<file path="config.mk">
export PLATFORM = sky130hd
export DESIGN_NAME = inv_leg_deadtime
export DESIGN_NICKNAME = d
export VERILOG_FILES = /design/src/rtl/inv_leg_deadtime.sv
export SDC_FILE = /design/constraint.sdc
export NUM_CORES = 1
export LEC_CHECK = 0
export BUFFER_PORTS_ARGS = -buffer_cell sky130_fd_sc_hd__buf_4
export CORE_ASPECT_RATIO = 2
export CORE_MARGIN = 10
export CORE_UTILIZATION = 39
export CTS_CLUSTER_DIAMETER = 200
export DETAILED_ROUTE_END_ITERATION = 7
export SETUP_SLACK_MARGIN = 0.3
export SLEW_MARGIN = 5
export SYNTH_ARGS = -nofsm -noshare
export SYNTH_HDL_FRONTEND = slang
export SYNTH_SLANG_ARGS = --single-unit
</file>
<file path="constraint.sdc">
create_clock -name CLK_50M -period 1.9 [get_ports CLK_50M]
set_input_delay 0.38 -clock CLK_50M [delete_from_list [all_inputs] [get_ports CLK_50M]]
set_output_delay 0.38 -clock CLK_50M [all_outputs]
set_load 0.005 [all_outputs]
</file>
<file path="src/rtl/inv_leg_deadtime.sv">
// -----------------------------------------------------------------------------
// inv_leg_deadtime
//   Gate-drive conditioner for one H-bridge leg. It synchronises the high/low
//   PWM commands and the fault-clear input. It inserts a dead time before
//   every turn-on and stretches short commands to a minimum on-time. It blocks
//   shoot-through, and it latches a fault when both commands stay high too long.
//
//   Parameters
//     DT_CYCLES      dead time in CLK_50M cycles (0 behaves as 1)
//     MIN_ON_CYCLES  minimum conduction time before a normal turn-off
//     ST_FILT        consecutive both-high cycles that latch the fault (>= 1)
//     CNT_W          counter width, holds max(DT_CYCLES, MIN_ON_CYCLES, ST_FILT)
//
//   Ports
//     CLK_50M    in   system clock
//     Rst_n      in   asynchronous active-low reset
//     PWM_H_in   in   high-side command (asynchronous)
//     PWM_L_in   in   low-side command (asynchronous)
//     En         in   leg enable, synchronous to CLK_50M (1 = run)
//     ResetD     in   fault clear (asynchronous); a rising edge clears the fault
//     PWM_H_out  out  high-side gate command
//     PWM_L_out  out  low-side gate command
//     St_fault   out  sticky shoot-through fault
//     Dt_active  out  high while dead time is being inserted
// -----------------------------------------------------------------------------
module inv_leg_deadtime #(
  parameter int DT_CYCLES     = 50,
  parameter int MIN_ON_CYCLES = 25,
  parameter int ST_FILT       = 3,
  parameter int CNT_W         = 8
) (
  input  logic CLK_50M,
  input  logic Rst_n,
  input  logic PWM_H_in,
  input  logic PWM_L_in,
  input  logic En,
  input  logic ResetD,
  output logic PWM_H_out,
  output logic PWM_L_out,
  output logic St_fault,
  output logic Dt_active
);

  typedef enum logic [2:0] {IDLE, DEAD, H_ON, L_ON, FAULT} state_t;

  // A zero dead time still gets one full cycle with both switches off.
  localparam logic [CNT_W-1:0] DT_LOAD = (DT_CYCLES == 0) ? CNT_W'(1) : CNT_W'(DT_CYCLES);
  localparam logic [CNT_W-1:0] MIN_ON  = CNT_W'(MIN_ON_CYCLES);
  localparam logic [CNT_W-1:0] ST_LIM  = CNT_W'(ST_FILT);
  localparam logic [CNT_W-1:0] ONE     = CNT_W'(1);

  state_t           state, state_nxt;
  logic [CNT_W-1:0] dt_cnt, dt_nxt;
  logic [CNT_W-1:0] on_cnt, on_nxt, on_inc;
  logic [CNT_W-1:0] st_cnt, st_nxt;

  logic [1:0] h_sync, l_sync, rd_sync;
  logic       rd_prev;
  logic       req_h, req_l, req_both, req_h_only, req_l_only;
  logic       rd_rise, st_trip;

  // Two-flop synchronisers. rd_prev holds the previous synchronised ResetD
  // value for edge detection.
  // NOTE: clocked state uses non-blocking assignments so that every flop
  // samples the values from before the edge. The shift registers depend on it.
  always_ff @(posedge CLK_50M or negedge Rst_n) begin
    if (!Rst_n) begin
      h_sync  <= '0;
      l_sync  <= '0;
      rd_sync <= '0;
      rd_prev <= 1'b0;
    end else begin
      h_sync  <= {h_sync[0], PWM_H_in};
      l_sync  <= {l_sync[0], PWM_L_in};
      rd_sync <= {rd_sync[0], ResetD};
      rd_prev <= rd_sync[1];
    end
  end

  assign req_h      = h_sync[1];
  assign req_l      = l_sync[1];
  assign req_both   = req_h & req_l;
  assign req_h_only = req_h & ~req_l;
  assign req_l_only = req_l & ~req_h;
  assign rd_rise    = rd_sync[1] & ~rd_prev;

  // Count consecutive both-high cycles and saturate at the trip level.
  // The trip uses the incremented value, so the ST_FILT-th overlap cycle faults.
  always_comb begin
    st_nxt = '0;
    if (req_both) st_nxt = (st_cnt >= ST_LIM) ? st_cnt : st_cnt + ONE;
  end
  assign st_trip = req_both && (st_nxt >= ST_LIM);

  assign on_inc = (on_cnt == '1) ? on_cnt : on_cnt + ONE;

  // NOTE: every signal written here gets a default first. A path that leaves
  // one of them unassigned would infer a latch.
  always_comb begin
    state_nxt = state;
    dt_nxt    = dt_cnt;
    on_nxt    = on_cnt;
    if (state == FAULT) begin
      if (rd_rise && !req_both) begin
        state_nxt = DEAD;
        dt_nxt    = DT_LOAD;
      end
    end else if (st_trip) begin
      state_nxt = FAULT;
    end else if (!En) begin
      // Disable forces the leg off at once. Dead time stays fully loaded
      // until the leg is re-enabled.
      state_nxt = DEAD;
      dt_nxt    = DT_LOAD;
    end else begin
      case (state)
        IDLE: begin
          if (req_h_only) begin
            state_nxt = H_ON;
            on_nxt    = ONE;
          end else if (req_l_only) begin
            state_nxt = L_ON;
            on_nxt    = ONE;
          end
        end
        H_ON: begin
          // An overlap request waives the minimum on-time. A plain release
          // must wait for it.
          if (req_both || (!req_h_only && on_cnt >= MIN_ON)) begin
            state_nxt = DEAD;
            dt_nxt    = DT_LOAD;
          end else begin
            on_nxt = on_inc;
          end
        end
        L_ON: begin
          if (req_both || (!req_l_only && on_cnt >= MIN_ON)) begin
            state_nxt = DEAD;
            dt_nxt    = DT_LOAD;
          end else begin
            on_nxt = on_inc;
          end
        end
        DEAD: begin
          if (dt_cnt <= ONE) begin
            if (req_h_only) begin
              state_nxt = H_ON;
              on_nxt    = ONE;
            end else if (req_l_only) begin
              state_nxt = L_ON;
              on_nxt    = ONE;
            end else begin
              state_nxt = IDLE;
            end
          end else begin
            dt_nxt = dt_cnt - ONE;
          end
        end
        default: begin
          state_nxt = DEAD;
          dt_nxt    = DT_LOAD;
        end
      endcase
    end
  end

  // NOTE: reset puts the leg in DEAD with a full count. The first turn-on after
  // reset then gets the same dead time as any other turn-on.
  always_ff @(posedge CLK_50M or negedge Rst_n) begin
    if (!Rst_n) begin
      state  <= DEAD;
      dt_cnt <= DT_LOAD;
      on_cnt <= '0;
      st_cnt <= '0;
    end else begin
      state  <= state_nxt;
      dt_cnt <= dt_nxt;
      on_cnt <= on_nxt;
      st_cnt <= st_nxt;
    end
  end

  assign PWM_H_out = (state == H_ON);
  assign PWM_L_out = (state == L_ON);
  assign St_fault  = (state == FAULT);
  assign Dt_active = (state == DEAD);

endmodule
</file>
==> impl_results.md, run 1 <==
* Status: finished clean
* RePlAce Congestion at ~0.8
* Global-route wire length before repair at around 7.7 mm
* CTS tree: done
* Sequential power share at approximately 40%
* Post-Route WL at between 4 and 5 mm
* Synthesized net count at 192
* Startpoint Class: flip-flop
* # IOs at 10
* Hpwl dp at 3.132 mm
* All-Layer GR Usage at 12.54%
* # Max-Cap Violations at 0
* Unique cell type count in the Yosys netlist at 44
* Clock-pin slew on the worst setup and hold paths at about 0.070 ns
* Final Setup Violations at 0
* CTS Buf Count at 5
* Req. time, crit path at between 2 and 2.5 ns
* First-pass DRT Iterations at 4
* Clock Skews at between 0.005 and 0.006 ns
* Post-synthesis register bit count at 34
* Combinational share of power at just under 40%
* Ant. Diodes at 0
* Leak pwr at ~1.1 nW
* Least-Margin Pin Slew at ~0.44 ns
* Max IR drop VDD at slightly above 0.0006 V
* FMAX at 537.0 MHz
* Largest net degree at the start of global routing at 35
* RSZ-0062 raised after global routing: yes
* Synth Cell Area at about 0.0018 sq mm
* Final Total Pwr at between 2 and 2.5 mW
* Post-synthesis cell count at 177
* Rel. slew slack at 70.62%
* Clock power share at a little over a fifth
* Vias in the first global route at 1705
* Hold_buf cts at 0
* Warnings from Yosys at 0
* Core Area at around 0.0044 sq mm
* CTS Buffer Depth at 2
* Via count at about 1500
* Setup TNS at 0 ns
* Synthesis-to-finish area growth at 38.76%
* Fin. Hold Viols at 0
* Std cell rows at 34
* Antenna-violating nets left at 0
* Yosys top cell by area: dfrtp_1
* Die area at 0.007891 sq mm
* Initial drt markers at between 100 and 150
* Via/cell ratio at roughly 5.7
* DR WL/cell at 16.94 um
* Post-DP Area at 0.002095 sq mm
* WS Path Type: flip-flop to flip-flop
* Layout Nets at roughly 230
* Die width at 68.01 um
* GRT overflow at 0
* Initial antenna violation count at 0
* DRC violations left at 0
* Root Driver: clkbuf_8
* Crit Path Max Fanout at 4
* Final core utilization at 56.39%
* Share of cells above drive strength 1 at between 40% and 50%
* PwrDens at between 900 and 1000 mW/mm^2
* Pint at around 1.6 mW
* H-tree depth at 2
* Fin crit period at between 1.5 and 2 ns
* Psw at around 0.87 mW
* Switching share of power at 35.00%
* Sequential element share of the synthesized area at a little under half
* Crit path DAT at between 2 and 2.5 ns
* Post-route cell area at roughly 0.0025 sq mm
* Final period utilization at 98.01%
* Pins Over Slew Limit at 0
* CTS Sinks at 34
* Clk_lat worst skew at ~0.28 ns
* Synth area leaders: dfrtp_1, ha_1, dfstp_2, and2_1, nor2_1
* Worst hold path class: primary input to async pin
* CP endpoint kind: flip-flop
* Share of the synthesized area in the top cell type at 41.75%
* Vert. Die Dim at around 120 um
* Syn avg cell area at around 10 sq um
* WHS at approximately 0.024 ns
* Initial Util at 40.64%
* PortBufs at 9
==> registers in the layout (all words and copies together), names as in the netlist <==
name,flops
h_sync,2
rd_prev,1
state,3
dt_cnt,8
st_cnt,8
l_sync,2
on_cnt,8
rd_sync,2
==> cell families after synthesis <==
group,synth area share [%]
mux,1.113
xor+xnor,0.4872
compound gates,20.39
flops,47.60
simple gates,21.16
buf+inv,2.992
fa+ha+maj,6.263
==> cells in the mapped netlist, drive strengths merged <==
cell type and number:
dfrtp 30, nor2 14, o21ai 14, nand2 10, and2 9, ha 9
inv 8, nand3 7, nor3 7, a21oi 6, a41oi 5, nand2b 5
nor3b 5, o21a 5, o31ai 5, dfstp 4, a31oi 3, clkbuf 3
nand4 3, a22o 2, and3 2, buf 2, mux2i 2, nor2b 2
o211a 2, o22a 2, a21bo 1, a22oi 1, a311oi 1, nand3b 1
nor4 1, o211ai 1, o311a 1, o31a 1, or2 1, or4 1
xor2 1
==> final cells by class <==
class | count | area (sq um)
inverters | 8 | 32.53
multi-input cells | 130 | 1111
well taps | 54 | 67.56
flip-flops and latches | 34 | 859.6
fillers | 386 | 1929
clock buffers | 7 | 86.33
repair buffers | 39 | 332.8
clock inverters | 1 | 5.005
==> critical path, cell delays in order, from the launching register on <==
cell and delay (ns):
dfrtp_1 0.43, nor3_1 0.34, o211ai_1 0.17, buf_4 0.16, buf_4 0.13, a22o_1 0.22, a22o_1 0.22, o211a_1 0.12
==> layer usage <==
layer	routed length, um	track usage [%]
met1	1584	11.30
met2	2637	23.91
met3	195	2.998
met4	207	6.613
met5	0	0
==> per-stage QoR <==
stage / instances / setup slack, ns
5_1_grt: 273 / -0.07287
3_3_place_gp: 252 / -0.02322
3_5_place_dp: 252 / -0.09165
2_1_floorplan: 177 / 0.01590
6_report: 273 / 0.03777
4_1_cts: 268 / 0.05472
==> placed cells by master (no fill, tap or decap), drive strengths merged, types with 2 or more instances in the layout <==
cell type | Yosys | layout
a22o | 2 | 2
and3 | 2 | 2
nand4 | 3 | 3
o211a | 2 | 2
dfrtp | 30 | 30
nor2b | 2 | 2
nand3 | 7 | 7
o31ai | 5 | 5
o22a | 2 | 2
nand2 | 10 | 10
mux2i | 2 | 2
nor3 | 7 | 7
and2 | 9 | 9
o21ai | 14 | 14
a21oi | 6 | 6
nand2b | 5 | 5
clkbuf | 3 | 7
ha | 9 | 9
nor2 | 14 | 14
a41oi | 5 | 5
buf | 2 | 39
inv | 8 | 8
a31oi | 3 | 3
dfstp | 4 | 4
o21a | 5 | 5
nor3b | 5 | 5
==> power groups by stage <==
stage | Sequential (mW) | Combinational (mW) | Clock [mW]
finish | 0.984 | 0.958 | 0.544
global placement | 0.984 | 0.666 | 0
CTS | 0.973 | 0.884 | 0.564
floorplan | 0.943 | 0.474 | 0
detailed placement | 0.991 | 0.684 | 0
global route | 0.994 | 1.05 | 0.591
==> timing repair <==
item	4_1_cts	5_1_grt
endpoints found under the setup margin	22	22
pin swaps	15	3
gates resized for setup	33	17
buffers inserted	8	4
cloned	0	1
==> path summary, 6_finish.rpt <==
kind | startpoint | endpoint | slack [ns] | depth (start not counted)
setup / recovery | dt_cnt[6] | state[0] | 0.04 | 7
hold / removal | Rst_n | on_cnt[2] | 0.02 | 1
setup reg to reg | dt_cnt[6] | state[0] | 0.04 | 7
hold reg to reg | h_sync[0] | h_sync[1] | 0.34 | 0
max in group asynchronous | Rst_n | state[1] | 1.52 | 1
min in group CLK_50M | PWM_L_in | l_sync[0] | 0.20 | 1
No activity file was read; power rests on OpenSTA's default activity.
==> inputs of run 2 (changes only) <==
Settings changed: CELL_PAD_IN_SITES_DETAIL_PLACEMENT from default to 1, CELL_PAD_IN_SITES_GLOBAL_PLACEMENT from default to 1, PLACE_DENSITY_LB_ADDON from default to 0.1.
==> impl_results.md, run 2 (synthesized netlist as in run 1, its figures left out) <==
* Setup TNS at -0.8034 ns (-0.8034 ns)
* Reg area at 857.1 sq um (-0.29%)
* Crit Path Max Fanout at 4 (unchanged)
* Combinational share of power at 38.0% (-0.5 points)
* Violations in the final reports: setup timing
* WS Path Type: flip-flop to flip-flop
* Leak pwr at 1.181 nW (+9.9%)
* # IOs at 10 (unchanged)
* Non-filler cells, final at 286 (+4.8%)
* Crit path DAT at 2.22 ns (+0.14 ns)
* Fillers at 483 (+25%)
* Pint at 1.900 mW (+18%)
* Switching share of power at 34.41% (-0.59 points)
* Commonest non-fill, non-tap cells in the layout: buf_4, dfrtp_1, buf_6, nor2_1
* Clock-pin slew on the worst setup and hold paths at 0.08 ns (about the same)
* Post-route cell area at 0.002680 sq mm (+7.4%)
* Largest regs: dt_cnt x8, on_cnt x8, st_cnt x8
* Vias in the first global route at 1831 (+7.4%)
* CTS Sinks at 34 (unchanged)
* CTS tree: done
* CTS Buffer Depth at 2 (unchanged)
* GRT overflow at 0 (unchanged)
* Met1 Use GR at 14.24% (+2.9 points)
* Area occupied by multi-input gates at 0.001135 sq mm (+2.1%)
* Initial antenna violation count at 0 (unchanged)
* Rel. slew slack at 70.38% (-0.24 points)
* Initial drt markers at 56 (-58%)
* DR WL/cell at 20.57 um (+21%)
* RSZ-0062 raised after global routing: yes
* Critical R2R Capture: on_cnt[0]
* Hpwl dp at 3.818 mm (+22%)
* Clock power share at 28.5% (+6.6 points)
* Antenna-violating nets left at 0 (unchanged)
* FMAX at 493.8 MHz (-8.1%)
* H-tree depth at 2 (unchanged)
* Vert. Die Dim at 116.0 um (unchanged)
* Via/cell ratio at 5.682 (+0.20%)
* All-Layer GR Usage at 15.28% (+2.7 points)
* Share of cells above drive strength 1 at 47.84% (+4.0 points)
* Fin. Hold Viols at 0 (unchanged)
* Final setup margin at -0.1253 ns (-0.1630 ns)
* Status: finished with violations
* Initial Util at 40.64% (unchanged)
* Global-route wire length before repair at 9.232 mm (+19%)
* First-pass DRT Iterations at 3 (-1)
* Final Setup Violations at 14 (+14)
* Worst hold path class: primary input to async pin
* CP endpoint kind: flip-flop
* GR Util met3 at 2.805% (-0.19 points)
* Pins Over Slew Limit at 0 (unchanged)
* Cells after DPL at 260 (+3.2%)
* Final period utilization at 106.6% (+8.6 points)
* Root Driver: clkbuf_8
* Sequential power share at 33.5% (-6.1 points)
* Via count at 1625 (+5.0%)
* GRT Max-Usage Layer: met2
* Reg2reg start: dt_cnt[1]
* Place WS at -0.1499 ns (-0.05828 ns)
* Hold_buf cts at 0 (unchanged)
* Clk_lat worst skew at 0.30 ns (+0.02 ns)
* Ant. Diodes at 0 (unchanged)
* Die width at 68.01 um (unchanged)
* Largest net degree at the start of global routing at 35 (unchanged)
* Post-Route WL at 5.882 mm (+27%)
* Startpoint Class: flip-flop
* FF-to-FF path depth at 10 (+3)
* Synthesis-to-finish area growth at 49.06%
* Layout Nets at 246 (+5.6%)
* PwrDens at 1081 mW/mm^2 (+8.5%)
* RePlAce Congestion at 0.8686 (+7.0%)
* Std cell rows at 34 (unchanged)
* Post-DP Area at 0.002155 sq mm (+2.9%)
* R2R Setup Slk at -0.13 ns (-0.16 ns)
* Max IR drop VDD at 0.0006858 V (+12%)
* PortBufs at 9 (unchanged)
* CTS Buf Count at 5 (unchanged)
* Req. time, crit path at 2.09 ns (-0.03 ns)
* Clock Skews at 0.008683 ns (+0.003607 ns)
* DRC violations left at 0 (unchanged)
* Die area at 0.007891 sq mm (unchanged)
* Fin crit period at 2.025 ns (+0.1630 ns)
* Most common cell after layout, fill and taps aside: buf_4
* Least-Margin Pin Slew at 0.4443 ns (+0.003553 ns)
* Core Area at 0.004424 sq mm (unchanged)
* Met2 usage at 28.78% (+4.9 points)
* # Max-Cap Violations at 0 (unchanged)
* Psw at 0.9968 mW (+15%)
## run 2: area by class of cell
class / instances / share of cell area [%]
Multi-Input combinational cell: 130 / 42.34
Sequential cell: 34 / 31.98
Timing Repair Buffer: 52 / 16.81
Clock buffer: 5 / 2.568
Clock inverter: 3 / 2.568
Tap cell: 54 / 2.521
Inverter: 8 / 1.214
## run 2: metrics by stage
step	util, %	power, mW	hold slack (ns)
2_1_floorplan	-	1.417	0.08441
3_3_place_gp	48.70	1.707	0.3324
3_5_place_dp	48.70	1.758	0.3365
4_1_cts	58.46	2.837	0.03809
5_1_grt	60.58	3.051	0.04185
6_report	60.58	2.897	0.01570
## run 2: per-layer routing
layer	part of all wire, %	wire [um]	vias to the layer above
li1	-	-	751
met1	34	2024	830
met4	3.7	219	0
met5	0	0	-
met3	2.4	141	18
met2	59	3496	26
## run 2: worst max-delay path, stage by stage (launching register included)
cell and delay, ns:
dfstp_2 0.57, inv_4 0.06, ha_4 0.15, o211ai_1 0.23, buf_4 0.16, buf_6 0.08
buf_6 0.08, nand3b_1 0.09, o211a_1 0.17, buf_6 0.14, o21a_1 0.16
## run 2: worst max path at each step
stage	startpoint	to	slack, ns	depth (start not counted)
floorplan	dt_cnt[1]	dt_cnt[7]	0.02	8
CTS	dt_cnt[1]	dt_cnt[7]	-0.02	7
finish	dt_cnt[1]	on_cnt[0]	-0.13	10
detailed placement	dt_cnt[1]	dt_cnt[7]	-0.15	7
global route	dt_cnt[1]	dt_cnt[7]	-0.18	7
global placement	dt_cnt[1]	dt_cnt[7]	-0.004	7
## run 2: repair_timing
item	CTS	global route
setup buffers	13	5
endpoints found under the setup margin	22	25
resized for setup	46	11
pin swaps	9	8
## run 2: power by group through the flow
stage	Clock (mW)	Combinational, mW	Sequential (mW)
floorplan	0	0.474	0.943
global placement	0	0.738	0.970
CTS	0.832	1.04	0.964
detailed placement	0	0.784	0.974
finish	0.826	1.10	0.971
global route	0.873	1.20	0.982
